$ cat src/rtl/cv32e40p_ft_pkg.sv
// Shared types for the TMR fault-tolerance logic of the cv32e40p pipeline.
package cv32e40p_ft_pkg;

  localparam int N_REPLICAS = 3;

  typedef logic [1:0] replica_idx_t;

  typedef enum logic [2:0] {
    ST_IDLE    = 3'd0,
    ST_HALT    = 3'd1,
    ST_RESYNC  = 3'd2,
    ST_RECOVER = 3'd3,
    ST_FATAL   = 3'd4
  } tmr_mgr_state_e;

  // One-hot request vector selecting a single replica.
  function automatic logic [N_REPLICAS-1:0] replica_onehot(input replica_idx_t idx);
    logic [N_REPLICAS-1:0] oh;
    oh = '0;
    for (int i = 0; i < N_REPLICAS; i++) begin
      if (idx == replica_idx_t'(i)) oh[i] = 1'b1;
    end
    return oh;
  endfunction

endpackage

$ cat src/rtl/cv32e40p_tmr_err_counter.sv
// Leaky saturating error counter for one replica: counts up to sat, decays by one on dec.
module cv32e40p_tmr_err_counter #(
  parameter int CNT_W = 4
) (
  input  logic             clk,
  input  logic             rst_n,
  input  logic             inc,
  input  logic             dec,
  input  logic             clr,
  input  logic [CNT_W-1:0] sat,
  output logic [CNT_W-1:0] cnt
);

  localparam logic [CNT_W-1:0] ONE = CNT_W'(1);

  // Clear wins, then saturating increment, then decrement toward zero.
  always_ff @(posedge clk) begin
    if (!rst_n) begin
      cnt <= '0;
    end else if (clr) begin
      cnt <= '0;
    end else if (inc) begin
      if (cnt < sat) cnt <= cnt + ONE;
    end else if (dec && (cnt != '0)) begin
      cnt <= cnt - ONE;
    end
  end

endmodule

$ cat src/rtl/cv32e40p_tmr_fault_manager.sv
// Supervises the TMR voters: tracks per-replica disagreement, runs the
// halt/resync handshake for a persistently faulty replica, and latches fatal.
module cv32e40p_tmr_fault_manager
  import cv32e40p_ft_pkg::*;
#(
  parameter int N_IN         = 1,
  parameter int CNT_W        = 4,
  parameter int THRESH       = 8,
  parameter int DECAY_PERIOD = 1024,
  parameter int TIMEOUT      = 256
) (
  input  logic                  clk,
  input  logic                  rst_n,
  input  logic [N_IN-1:0]       err_corrected_i,
  input  logic [N_IN-1:0]       err_detected_i,
  input  logic [2:0]            mismatch_i,
  input  logic                  halt_ack_i,
  input  logic                  resync_ack_i,
  output logic                  halt_req_o,
  output logic [2:0]            resync_req_o,
  output logic                  fatal_o,
  output logic [3*CNT_W-1:0]    err_cnt_o,
  output logic [31:0]           corr_total_o
);

  localparam int DECAY_W = $clog2(DECAY_PERIOD + 1);
  localparam int WAIT_W  = $clog2(TIMEOUT + 1);
  localparam logic [CNT_W-1:0]   THRESH_C   = CNT_W'(THRESH);
  localparam logic [DECAY_W-1:0] DECAY_LAST = DECAY_W'(DECAY_PERIOD - 1);
  localparam logic [WAIT_W-1:0]  WAIT_LAST  = WAIT_W'(TIMEOUT - 1);

  tmr_mgr_state_e          state_q, state_d;
  replica_idx_t            sel_q, sel_d;
  logic [CNT_W-1:0]        cnt [N_REPLICAS];
  logic [N_REPLICAS-1:0]   hit, cnt_inc, cnt_clr;
  logic                    hit_multi, fatal_evt, in_idle, quiet, decay_wrap;
  logic [DECAY_W-1:0]      decay_q;
  logic [WAIT_W-1:0]       wait_q;
  logic [31:0]             corr_q;
  logic                    halt_q, fatal_q;
  logic [2:0]              resync_q;

  // Counter controls: counters only move while idle; decay fires on a quiet wrap.
  always_comb begin
    hit     = '0;
    cnt_clr = '0;
    for (int r = 0; r < N_REPLICAS; r++) begin
      hit[r]     = (cnt[r] == THRESH_C);
      cnt_clr[r] = (state_q == ST_RECOVER) && (sel_q == replica_idx_t'(r));
    end
    in_idle    = (state_q == ST_IDLE);
    quiet      = (mismatch_i == 3'b000);
    cnt_inc    = {N_REPLICAS{in_idle}} & mismatch_i;
    decay_wrap = in_idle && quiet && (decay_q == DECAY_LAST);
    hit_multi  = (hit[0] & hit[1]) | (hit[0] & hit[2]) | (hit[1] & hit[2]);
    fatal_evt  = |(err_detected_i & ~err_corrected_i);
  end

  for (genvar r = 0; r < N_REPLICAS; r++) begin : g_cnt
    cv32e40p_tmr_err_counter #(.CNT_W(CNT_W)) u_cnt (
      .clk   (clk),
      .rst_n (rst_n),
      .inc   (cnt_inc[r]),
      .dec   (decay_wrap),
      .clr   (cnt_clr[r]),
      .sat   (THRESH_C),
      .cnt   (cnt[r])
    );
  end

  // Next-state logic: escalation from idle, handshake progress and timeouts.
  always_comb begin
    state_d = state_q;
    sel_d   = sel_q;
    case (state_q)
      ST_IDLE: begin
        if (fatal_evt || hit_multi) begin
          state_d = ST_FATAL;
        end else if (|hit) begin
          state_d = ST_HALT;
          sel_d   = hit[0] ? 2'd0 : (hit[1] ? 2'd1 : 2'd2);
        end
      end
      ST_HALT: begin
        if (halt_ack_i)               state_d = ST_RESYNC;
        else if (wait_q == WAIT_LAST) state_d = ST_FATAL;
      end
      ST_RESYNC: begin
        if (resync_ack_i)             state_d = ST_RECOVER;
        else if (wait_q == WAIT_LAST) state_d = ST_FATAL;
      end
      ST_RECOVER: state_d = ST_IDLE;
      ST_FATAL:   state_d = ST_FATAL;
      default:    state_d = ST_IDLE;
    endcase
  end

  // State, selected replica and registered outputs derived from the next state.
  always_ff @(posedge clk) begin
    if (!rst_n) begin
      state_q  <= ST_IDLE;
      sel_q    <= '0;
      halt_q   <= 1'b0;
      resync_q <= '0;
      fatal_q  <= 1'b0;
    end else begin
      state_q  <= state_d;
      sel_q    <= sel_d;
      halt_q   <= (state_d == ST_HALT) || (state_d == ST_RESYNC) ||
                  (state_d == ST_RECOVER) || (state_d == ST_FATAL);
      resync_q <= ((state_d == ST_RESYNC) || (state_d == ST_RECOVER)) ?
                  replica_onehot(sel_d) : 3'b000;
      fatal_q  <= (state_d == ST_FATAL);
    end
  end

  // Decay timer: counts quiet idle cycles, restarts on any mismatch or recovery.
  always_ff @(posedge clk) begin
    if (!rst_n) begin
      decay_q <= '0;
    end else if (state_q == ST_RECOVER) begin
      decay_q <= '0;
    end else if (in_idle) begin
      if (!quiet || decay_wrap) decay_q <= '0;
      else                      decay_q <= decay_q + DECAY_W'(1);
    end
  end

  // Handshake wait counter: restarts on every state change.
  always_ff @(posedge clk) begin
    if (!rst_n) begin
      wait_q <= '0;
    end else if ((state_d == state_q) &&
                 ((state_q == ST_HALT) || (state_q == ST_RESYNC))) begin
      wait_q <= wait_q + WAIT_W'(1);
    end else begin
      wait_q <= '0;
    end
  end

  // Saturating count of cycles with any corrected error, frozen once fatal.
  always_ff @(posedge clk) begin
    if (!rst_n) begin
      corr_q <= '0;
    end else if ((state_q != ST_FATAL) && (|err_corrected_i) && (corr_q != 32'hFFFF_FFFF)) begin
      corr_q <= corr_q + 32'd1;
    end
  end

  assign halt_req_o   = halt_q;
  assign resync_req_o = resync_q;
  assign fatal_o      = fatal_q;
  assign err_cnt_o    = {cnt[2], cnt[1], cnt[0]};
  assign corr_total_o = corr_q;

endmodule

$ cat config.mk
export PLATFORM = sky130hd
export DESIGN_NAME = cv32e40p_tmr_fault_manager
export DESIGN_NICKNAME = d
export VERILOG_FILES = /design/src/rtl/cv32e40p_ft_pkg.sv /design/src/rtl/cv32e40p_tmr_err_counter.sv /design/src/rtl/cv32e40p_tmr_fault_manager.sv
export SDC_FILE = /design/constraint.sdc
export NUM_CORES = 1
export LEC_CHECK = 0
export BUFFER_PORTS_ARGS = -buffer_cell sky130_fd_sc_hd__buf_4
export CORE_MARGIN = 2
export CORE_UTILIZATION = 50
export CTS_CLUSTER_SIZE = 25
export DETAILED_ROUTE_END_ITERATION = 6
export PLACE_DENSITY = 0.71
export SKIP_LAST_GASP = 1
export SYNTH_ARGS = -nofsm -noshare
export SYNTH_HDL_FRONTEND = slang
export SYNTH_HIERARCHICAL = 1
export SYNTH_SLANG_ARGS = --single-unit
$ cat constraint.sdc
create_clock -name clk -period 3.54 [get_ports clk]
set_input_delay 0.354 -clock clk [delete_from_list [all_inputs] [get_ports clk]]
set_output_delay 0.354 -clock clk [all_outputs]
set_load 0.01 [all_outputs]
==> results of run 1 <==
==> power by group <==
group	total, µW	leakage [µW]	internal [µW]	switching, µW
sequential	1110	0.000599	930	183
clock	602	0.0000951	289	313
combinational	1070	0.00118	505	561
==> cells in the mapped netlist, types with 4 or more instances <==
| master | number |
|---|---|
| ha_1 | 19 |
| o2111ai_1 | 4 |
| nand3_1 | 23 |
| or4_1 | 11 |
| and4_1 | 4 |
| and2_1 | 11 |
| nand2_1 | 32 |
| nand2b_1 | 15 |
| or3_1 | 12 |
| nor4_1 | 8 |
| nor3_1 | 9 |
| nor4b_1 | 4 |
| xor2_1 | 13 |
| inv_1 | 23 |
| xnor2_1 | 9 |
| dfxtp_1 | 74 |
| clkbuf_1 | 10 |
| o31ai_1 | 10 |
| nor3b_1 | 7 |
| and3_1 | 8 |
| nand4_1 | 13 |
| o21ai_0 | 20 |
| mux2i_1 | 6 |
| a21oi_1 | 36 |
| nand3b_1 | 4 |
| nor2_1 | 42 |
| o211ai_1 | 8 |
==> final cells by class <==
class / instances / area [µm²]
tap: 105 / 131
sequential: 74 / 1480
clock buffer: 11 / 151
timing repair buffer: 60 / 450
multi-input combinational: 391 / 2610
clock inverter: 4 / 27.5
inverter: 24 / 90.1
fill: 764 / 3240
==> tightest hold or removal path: cells and delay by family <==
| family | cells | cell delay [ps] |
|---|---|---|
| compound gates | 1 | 50 |
| buf+inv | 1 | 210 |
| simple gates | 1 | 100 |
==> worst paths after layout <==
check / startpoint / to / slack, ps / cells after the start
setup / recovery: wait_q[0]$_SDFF_PN0_ / wait_q[6]$_SDFF_PN0_ / 810 / 9
hold reg to reg: wait_q[0]$_SDFF_PN0_ / wait_q[0]$_SDFF_PN0_ / 450 / 1
hold / removal: rst_n / corr_total_o[1]$_SDFFE_PN0P_ / 420 / 3
setup reg to reg: wait_q[0]$_SDFF_PN0_ / wait_q[6]$_SDFF_PN0_ / 810 / 9
==> per-layer routing <==
| metal | global-route usage | vias to the layer above |
|---|---|---|
| li1 | - | 1946 |
| met1 | 0.294 | 1805 |
| met2 | 0.318 | 78 |
| met3 | 0.0348 | 11 |
| met4 | 0.0679 | 0 |
| met5 | 0 | - |
==> registers in the layout, summed over array words and instances (netlist names) <==
| signal | flops |
|---|---|
| corr_total_o | 32 |
| g_cnt.u_cnt/cnt | 12 |
| decay_q | 11 |
| wait_q | 9 |
| resync_req_o | 3 |
| state_q | 3 |
| sel_q | 2 |
| fatal_o | 1 |
| halt_req_o | 1 |
==> logic make-up after synthesis <==
kind of cell    count (synthesis)
compound gates                103
flops                          74
other cells                     2
simple gates                  223
mux                             9
buf+inv                        37
fa+ha+maj                      22
xor+xnor                       22
==> per-stage QoR <==
| step | power (µW) | cell area (µm²) |
|---|---|---|
| after floorplan | 1870 | 4230 |
| after detailed placement | 2180 | 4760 |
| after CTS | 2790 | 4940 |
| after global routing | 2980 | 4940 |
| final | 2780 | 4940 |
| after global placement | 2140 | 4760 |
==> results.sh, run 1 <==
export IMPL_routedWlPerCell_um=13.9
export IMPL_ir_worst_vdd_uv=366
export IMPL_cts_tree="done"
export IMPL_wl_met1_mm=4.63
export IMPL_die_area_mm2=0.00913
export IMPL_status="completed"
export IMPL_cts_hold_fix_buffers=0
export IMPL_grt_pass1_vias=3306
export IMPL_cts_resized=0
export IMPL_post_place_cells=654
export IMPL_yosys_warnings=6
export IMPL_synthFlopType="dfxtp_1"
export IMPL_cts_sinks=74
export IMPL_timing_final_ws_setup_ps=812
export IMPL_dp_hpwl_mm=6.79
export IMPL_critPathSlowestCell="or4b_2"
export IMPL_synthAdderAreaFrac=0.0711
export IMPL_netlist_instances=492
export IMPL_drc=0
export IMPL_slew_headroom=0.410
export IMPL_layout_cells_non_filler=669
export IMPL_top_layer_used="met4"
export IMPL_synthMuxAreaShare=0.0251
export IMPL_grt_overflow_total=0
export IMPL_hold_ws_ps=423
export IMPL_gp_congestion=0.857
export IMPL_arrival_ps=2930
export IMPL_rsz0062_at_grt="false"
export IMPL_setup_tns_ps=0
export IMPL_track_usage=0.207
export IMPL_clock_latency_ps=350
export IMPL_die_w_um=95.5
export IMPL_tightestPinTransition_ps=877
export IMPL_drt_iter0_markers=263
export IMPL_antenna_found_initial=0
export IMPL_crit_path_cell_trace="ha_1 -> nand3_1 -> nor2_1 -> ha_1 -> or4b_2 -> a21oi_1 -> a211oi_1 -> o311ai_2 -> nor2_1"
export IMPL_worst_setup_path_start_kind="flip-flop"
export IMPL_numCtsBuffers=9
export IMPL_async_flop_share=0
export IMPL_ys_types=59
export IMPL_end_kind="flip-flop"
export IMPL_drive_gt1_frac=0.176
export IMPL_syn_area_mm2=0.00419
export IMPL_wl_met3_um=423
export IMPL_finalHoldViolCount=0
export IMPL_dr_wl_met2_mm=4.14
export IMPL_core_area_mm2=0.00818
export IMPL_hold_path_class="primary input to flip-flop"
export IMPL_syn_area_per_cell_um2=8.52
export IMPL_cts_max_level=3
export IMPL_synth_area_leaders="dfxtp_1 35%, ha_1 5.7%, a21oi_1 4.3%, nor2_1 3.8%, nand2_1 2.9%"
export IMPL_max_stage_delay_ps=630
export IMPL_synth_top_family_by_area="simple AND/OR/NAND/NOR gates"
export IMPL_critPathMaxFanout=9
export IMPL_slew_violations=0
export IMPL_ant_nets=0
export IMPL_final_nets=591
export IMPL_path_buf_inv=0
export IMPL_crit_type="flip-flop to flip-flop"
export IMPL_final_util=0.604
export IMPL_area_growth_pct=17.8
export IMPL_fmax_ghz=0.367
export IMPL_grt_max_degree=30
export IMPL_setup_viol=0
export IMPL_vias_per_cell=5.74
export IMPL_synth_xor_area_frac=0.0460
export IMPL_p_leak_uw=0.00188
export IMPL_synthDominantCellAreaShare=0.354
export IMPL_synth_top_area_cell="dfxtp_1"
export IMPL_crit_family="compound AO/OA/AOI/OAI gates"
export IMPL_final_common_cell="dfxtp_1"
export IMPL_synth_seq_area_share=0.354
export IMPL_antenna_diode_count=0
export IMPL_initial_core_util=0.513
export IMPL_io_pins=58
export IMPL_clk_pin_slew_ps=80
export IMPL_rows=33
export IMPL_mostFrequentLayoutCells="74 x dfxtp_1, 60 x buf_4, 42 x nor2_1"
export IMPL_clock_path_buffers=2
export IMPL_port_buffers=57
export IMPL_period_needed_ps=2730
export IMPL_drtPass1Iterations=5
export IMPL_wl_mm=9.30
export IMPL_synth_simple_gate_area_share=0.305
export IMPL_maxCapViolCount=0
export IMPL_cts_root_buf="clkbuf_8"
export IMPL_clock_skew_ps=14.7
export IMPL_ys_ff_latch=74
export IMPL_die_h_um=95.5
export IMPL_synth_edf_count=0
export IMPL_vias=3840
export IMPL_crit_required_ps=3740
export IMPL_dp_slack_ps=821
export IMPL_cts_setup_buffers=0
export IMPL_period_share=0.771
export IMPL_synth_compound_area_frac=0.164
export IMPL_p_per_area_mw_per_mm2=563
export IMPL_grt_pass1_wl_mm=15.1
Note: power is estimated with default switching activity, not from simulation.
==> inputs of run 2 (changes only) <==
--- a/config.mk
+++ b/config.mk
@@ -5,12 +5,13 @@
 export SDC_FILE = /design/constraint.sdc
 export NUM_CORES = 1
 export LEC_CHECK = 0
+export ABC_AREA = 1
 export BUFFER_PORTS_ARGS = -buffer_cell sky130_fd_sc_hd__buf_4
 export CORE_MARGIN = 2
 export CORE_UTILIZATION = 50
 export CTS_CLUSTER_SIZE = 25
 export DETAILED_ROUTE_END_ITERATION = 6
-export PLACE_DENSITY = 0.71
+export PLACE_DENSITY = 0.73
 export SKIP_LAST_GASP = 1
 export SYNTH_ARGS = -nofsm -noshare
 export SYNTH_HDL_FRONTEND = slang
==> constraint.sdc (replaced) <==
create_clock -name clk -period 2.2 [get_ports clk]
set_input_delay 0.22 -clock clk [delete_from_list [all_inputs] [get_ports clk]]
set_output_delay 0.22 -clock clk [all_outputs]
set_load 0.01 [all_outputs]
==> run 2 against run 1 <==
Against the previous run:
- non-clock buffer count up 22
- cell count up 46%
- sequential power up 61%
- sequential cell count did not move
- count of clock-buffer cells in the layout unchanged
- global-route usage increased by 2.9 points
- clock skew is 2.9 ps lower
- core utilization is 1.4 points higher
- synthesized area is 20% higher
- worst hold slack worse by 250 ps
- largest power group is now combinational cells
- highest routed layer unchanged
==> results.sh, run 2 <==
export IMPL_async_flop_share=0
export IMPL_crit_family="simple AND/OR/NAND/NOR gates"
export IMPL_cts_hold_fix_buffers=0
export IMPL_cts_tree="done"
export IMPL_grt_overflow_total=0
export IMPL_initial_core_util=0.514
export IMPL_arrival_ps=2310
export IMPL_period_needed_ps=2050
export IMPL_io_pins=58
export IMPL_synth_seq_area_share=0.295
export IMPL_dp_slack_ps=-36.8
export IMPL_p_per_area_mw_per_mm2=886
export IMPL_gp_congestion=0.988
export IMPL_synth_edf_count=0
export IMPL_die_h_um=104
export IMPL_port_buffers=57
export IMPL_wl_mm=12.4
export IMPL_cts_sinks=74
export IMPL_hold_path_class="primary input to flip-flop"
export IMPL_hold_ws_ps=171
export IMPL_vias=4897
export IMPL_rows=36
export IMPL_grt_pass1_vias=4675
export IMPL_track_usage=0.236
export IMPL_synth_area_leaders="dfxtp_1 30%, nand2_1 16%, nor2_1 7.9%, inv_1 6.5%, ha_1 4.7%"
export IMPL_end_kind="flip-flop"
export IMPL_die_area_mm2=0.0109
export IMPL_rsz0062_at_grt="true"
export IMPL_final_common_cell="nand2_1"
export IMPL_drtPass1Iterations=5
export IMPL_critPathMaxFanout=5
export IMPL_fmax_ghz=0.488
export IMPL_synth_most_common_cell="nand2_1"
export IMPL_slew_violations=0
export IMPL_die_w_um=104
export IMPL_timing_final_ws_setup_ps=150
export IMPL_tightestPinTransition_ps=774
export IMPL_crit_type="flip-flop to flip-flop"
export IMPL_syn_area_mm2=0.00502
export IMPL_grt_pass1_wl_mm=21.1
export IMPL_antenna_found_initial=0
export IMPL_vias_per_cell=5.00
export IMPL_startpoint="decay_q[0]$_SDFFE_PP0N_"
export IMPL_ir_worst_vdd_uv=539
export IMPL_nFillCells=908
export IMPL_setup_viol=0
export IMPL_dp_hpwl_mm=9.45
export IMPL_r2r_start="decay_q[0]$_SDFFE_PP0N_"
export IMPL_final_nets=872
export IMPL_drt_iter0_markers=275
export IMPL_synthFlopType="dfxtp_1"
export IMPL_finalHoldViolCount=0
export IMPL_crit_path_cell_trace="ha_4 -> nand2_2 -> nor3b_4 -> nand2_1 -> nor3_2 -> nand3_1 -> nor3b_2 -> buf_4 -> nand3_4 -> nand2_4 -> nand2_1 -> nand2_1 -> nor2_2"
export IMPL_r2r_slack_ps=150
export IMPL_area_growth_pct=20.3
export IMPL_worst_setup_path_start_kind="flip-flop"
export IMPL_ant_nets=0
export IMPL_core_area_mm2=0.00977
export IMPL_crit_required_ps=2460
export IMPL_yosys_warnings=6
export IMPL_synth_top_area_cell="dfxtp_1"
export IMPL_slew_headroom=0.483
export IMPL_routedWlPerCell_um=12.7
export IMPL_status="completed"
export IMPL_period_share=0.932
export IMPL_cts_root_buf="clkbuf_8"
export IMPL_max_stage_delay_ps=380
export IMPL_cts_max_level=3
export IMPL_maxCapViolCount=0
export IMPL_path_buf_inv=1
export IMPL_final_util=0.618
export IMPL_drive_gt1_frac=0.241
export IMPL_clock_path_buffers=2
export IMPL_critPathSlowestCell="dfxtp_2"
export IMPL_drc=0
export IMPL_crit_top_cell="nand2_1"
export IMPL_clock_latency_ps=370
export IMPL_min_from="resync_ack_i"
export IMPL_clk_pin_slew_ps=80
export IMPL_syn_area_per_cell_um2=6.72
export IMPL_largest_reg_flops=32
export IMPL_synthDominantCellAreaShare=0.295
export IMPL_ys_ff_latch=74
export IMPL_mostFrequentLayoutCells="214 x nand2_1, 104 x nor2_1, 87 x inv_1"
export IMPL_numCtsBuffers=9
export IMPL_ys_types=41
export IMPL_antenna_diode_count=0
export IMPL_netlist_instances=747
export IMPL_grt_max_degree=32
export IMPL_p_leak_uw=0.00265
export IMPL_clock_skew_ps=11.8
export IMPL_netlist_top_cells_count="214 x nand2_1, 106 x nor2_1, 87 x inv_1, 74 x dfxtp_1, 44 x nand3_1"
run 2: cell count changes in the layout (fill, tap and decap cells not counted), sizes merged, moves of 12 or more:
cell    previous run  this run
nand2b            15         0
buf               60        82
nor3               9        25
o21ai             23        11
or3               12         0
nor2              45       118
nand3             24        47
nand2             32       246
inv               23        99
run 2: cells by family after synthesis:
| family | count (synthesis) | share of synthesized area |
|---|---|---|
| adder cells (fa/ha/maj) | 22 | 0.0593 |
| XOR/XNOR | 33 | 0.0576 |
| other | 2 | 0.00150 |
| buffers and inverters | 108 | 0.0929 |
| AO/OA/AOI/OAI | 57 | 0.0810 |
| AND/OR/NAND/NOR | 451 | 0.413 |
| flip-flops | 74 | 0.295 |
run 2: area by class of cell:
cell class / count / area [µm²] / share of cell area
clock buffer: 11 / 151 / 0.0251
clock inverter: 5 / 60.1 / 0.00994
inverter: 98 / 368 / 0.0609
multi-input combinational: 576 / 3200 / 0.529
sequential: 74 / 1480 / 0.246
tap: 133 / 166 / 0.0275
timing repair buffer: 82 / 616 / 0.102
run 2: metrics by stage:
stage                     TNS (ps)  area, µm²  std cells  total power, µW
final                            0       6040        979             5350
after global routing         -81.0       6040        979             5800
after CTS                        0       5960        977             5290
after detailed placement     -74.9       5740        961             4130
after global placement           0       5740        961             4020
after floorplan                  0       5060        757             3530
run 2: final timing paths:
check                                  endpoint  cells after the start
max reg2reg  g_cnt[2].u_cnt/cnt[0]$_SDFFE_PP0P_                     13
max          g_cnt[2].u_cnt/cnt[0]$_SDFFE_PP0P_                     13
min reg2reg                wait_q[0]$_SDFF_PN0_                      1
min                       state_q[0]$_SDFF_PN0_                      3
run 2: power breakdown:
part | switching, µW | total, µW | internal (µW) | leakage (µW)
Combinational | 1440 | 2420 | 981 | 0.00194
Sequential | 272 | 1790 | 1520 | 0.000601
Clock | 551 | 1140 | 592 | 0.000106
run 2: worst register-to-register path: stages, from the launching register on:
cell and delay [ps]:
dfxtp_2 380, ha_4 150, nand2_2 80, nor3b_4 220, nand2_1 100, nor3_2 190
nand3_1 110, nor3b_2 160, buf_4 190, nand3_4 120, nand2_4 100, nand2_1 50
nand2_1 80, nor2_2 30
run 2: metal layers:
layer | part of all wire | GRT usage
met5 | 0 | 0
met3 | 0.042 | 0.0414
met4 | 0.027 | 0.100
met2 | 0.48 | 0.400
met1 | 0.46 | 0.294
run 2: timing repair:
action,CTS,global route
gates cloned,0,1
gates resized for setup,2,15
pin swaps,0,9
setup buffers,0,1
endpoints found under the setup margin,10,22
hold endpoints to repair,0,0
==> inputs of run 3 (changes only) <==
--- a/config.mk
+++ b/config.mk
@@ -11,7 +11,7 @@
 export CORE_UTILIZATION = 50
 export CTS_CLUSTER_SIZE = 25
 export DETAILED_ROUTE_END_ITERATION = 6
-export PLACE_DENSITY = 0.73
+export PLACE_DENSITY = 0.7
 export SKIP_LAST_GASP = 1
 export SYNTH_ARGS = -nofsm -noshare
 export SYNTH_HDL_FRONTEND = slang
==> constraint.sdc (replaced) <==
create_clock -name clk -period 2.4 [get_ports clk]
set_input_delay 0.24 -clock clk [delete_from_list [all_inputs] [get_ports clk]]
set_output_delay 0.24 -clock clk [all_outputs]
set_load 0.01 [all_outputs]
==> run 3 against run 2 <==
Against the previous run:
- global-route usage down 1.6 points
- largest cell class unchanged
- total power decreased by 12%
- worst hold slack improved by 32 ps
- first-iteration DRC count down 33%
- design area shrank 3.8%
- register-to-register slack better by 20 ps
- clock skew fell by 2.7 ps
==> results.sh, run 3 (synthesis gave the netlist of run 2 again) <==
export IMPL_status="completed"
export IMPL_largest_reg_flops=32
export IMPL_vias_per_cell=4.89
export IMPL_layout_cells_non_filler=960
export IMPL_clock_path_buffers=2
export IMPL_clk_pin_slew_ps=80
export IMPL_min_from="rst_n"
export IMPL_grt_pass1_vias=4352
export IMPL_finalHoldViolCount=0
export IMPL_die_h_um=104
export IMPL_slew_headroom=0.526
export IMPL_die_area_mm2=0.0109
export IMPL_final_common_cell="nand2_1"
export IMPL_reg2reg_depth=13
export IMPL_core_area_mm2=0.00977
export IMPL_cts_sinks=74
export IMPL_numCtsBuffers=9
export IMPL_clock_latency_ps=350
export IMPL_rows=36
export IMPL_grt_overflow_total=0
export IMPL_period_needed_ps=2230
export IMPL_crit_required_ps=2650
export IMPL_setup_viol=0
export IMPL_initial_core_util=0.514
export IMPL_r2r_end="g_cnt[2].u_cnt/cnt[2]$_SDFFE_PP0P_"
export IMPL_io_pins=58
export IMPL_hold_path_class="primary input to flip-flop"
export IMPL_r2r_start="decay_q[0]$_SDFFE_PP0N_"
export IMPL_cts_tree="done"
export IMPL_slew_violations=0
export IMPL_mostFrequentLayoutCells="214 x nand2_1, 105 x nor2_1, 87 x inv_1"
export IMPL_maxCapViolCount=0
export IMPL_postPlaceCellArea_mm2=0.00560
export IMPL_grt_max_degree=32
export IMPL_p_leak_uw=0.00252
export IMPL_hold_end="corr_total_o[20]$_SDFFE_PN0P_"
export IMPL_path_buf_inv=1
export IMPL_vias=4697
export IMPL_crit_family="simple AND/OR/NAND/NOR gates"
export IMPL_grt_pass1_wl_mm=19.8
export IMPL_finalInstanceArea_mm2=0.00581
export IMPL_end_kind="flip-flop"
export IMPL_critPathMaxFanout=5
export IMPL_clock_skew_ps=9.15
export IMPL_port_buffers=57
export IMPL_drtPass1Iterations=5
export IMPL_area_growth_pct=15.8
export IMPL_die_w_um=104
export IMPL_p_per_area_mw_per_mm2=812
export IMPL_antenna_found_initial=0
export IMPL_tightestPinTransition_ps=707
export IMPL_routedWlPerCell_um=12.3
export IMPL_critPathSlowestCell="dfxtp_2"
export IMPL_ir_worst_vdd_uv=383
export IMPL_drt_iter0_markers=185
export IMPL_worst_setup_path_start_kind="flip-flop"
export IMPL_max_stage_delay_ps=360
export IMPL_arrival_ps=2470
export IMPL_nFillCells=993
export IMPL_wl_mm=11.8
export IMPL_drc=0
export IMPL_period_share=0.928
export IMPL_hold_depth=3
export IMPL_r2r_slack_ps=170
export IMPL_crit_path_cell_trace="ha_1 -> nand2_1 -> nor3b_2 -> nand2_1 -> nor3_2 -> nand3_1 -> nor3b_1 -> buf_4 -> nand3_2 -> nand2_4 -> nand2_1 -> nand2_1 -> nor2_2"
export IMPL_gp_congestion=0.938
export IMPL_antenna_diode_count=0
export IMPL_cts_root_buf="clkbuf_8"
export IMPL_post_place_cells=943
export IMPL_cts_max_level=3
export IMPL_dp_hpwl_mm=9.02
export IMPL_crit_top_cell="nand2_1"
export IMPL_final_nets=854
export IMPL_track_usage=0.220
export IMPL_crit_type="flip-flop to flip-flop"
export IMPL_drive_gt1_frac=0.215
export IMPL_ant_nets=0
export IMPL_fmax_ghz=0.449
[run 3: worst max-delay path by stage]
| stage | startpoint | end | cells past startpoint |
|---|---|---|---|
| 2_1_floorplan | decay_q[0]$_SDFFE_PP0N_ | g_cnt[0].u_cnt/cnt[0]$_SDFFE_PP0P_ | 12 |
| 3_3_place_gp | state_q[1]$_SDFF_PN0_ | g_cnt[2].u_cnt/cnt[3]$_SDFFE_PP0P_ | 11 |
| 3_5_place_dp | decay_q[0]$_SDFFE_PP0N_ | g_cnt[2].u_cnt/cnt[0]$_SDFFE_PP0P_ | 13 |
| 4_1_cts | decay_q[0]$_SDFFE_PP0N_ | g_cnt[2].u_cnt/cnt[2]$_SDFFE_PP0P_ | 13 |
| 5_1_grt | decay_q[0]$_SDFFE_PP0N_ | g_cnt[1].u_cnt/cnt[2]$_SDFFE_PP0P_ | 13 |
| 6_report | decay_q[0]$_SDFFE_PP0N_ | g_cnt[2].u_cnt/cnt[2]$_SDFFE_PP0P_ | 13 |
[run 3: worst register-to-register path, delay by kind of cell (launching register included)]
family | cells | cell delay (ps)
adder cells (fa/ha/maj) | 1 | 170
buffers and inverters | 1 | 170
flip-flops | 1 | 360
AND/OR/NAND/NOR | 11 | 1440
[run 3: timing repair]
action,CTS,global route
endpoints found under the setup margin,0,12
hold buffers,0,0
setup buffers,0,2
gates resized for setup,0,5
[run 3: final cells by class]
type | count | area [µm²] | share of cell area
clock buffers | 10 | 128 | 0.0220
clock inverters | 5 | 56.3 | 0.00969
inverters | 98 | 368 | 0.0633
multi-input cells | 575 | 3120 | 0.537
flip-flops and latches | 74 | 1480 | 0.255
well taps | 133 | 166 | 0.0286
repair buffers | 65 | 488 | 0.0839
[run 3: power breakdown]
part | internal (µW) | switching, µW
logic | 864 | 1250
registers | 1390 | 265
clock network | 473 | 476
total | 2730 | 1990
[run 3: through the flow]
step	hold slack (ps)	setup slack (ps)	power [µW]	util	TNS, ps
2_1_floorplan	360	200	3230	-	0
3_3_place_gp	430	215	3670	0.573	0
3_5_place_dp	438	153	3790	0.573	0
4_1_cts	187	123	4740	0.592	0
5_1_grt	201	-35.2	5150	0.595	-149
6_report	203	174	4720	0.595	0
[run 3: routing by layer]
layer	routed length [µm]	global-route usage
met1	5480	0.277
met2	5740	0.375
met3	393	0.0326
met4	155	0.0936
met5	0	0
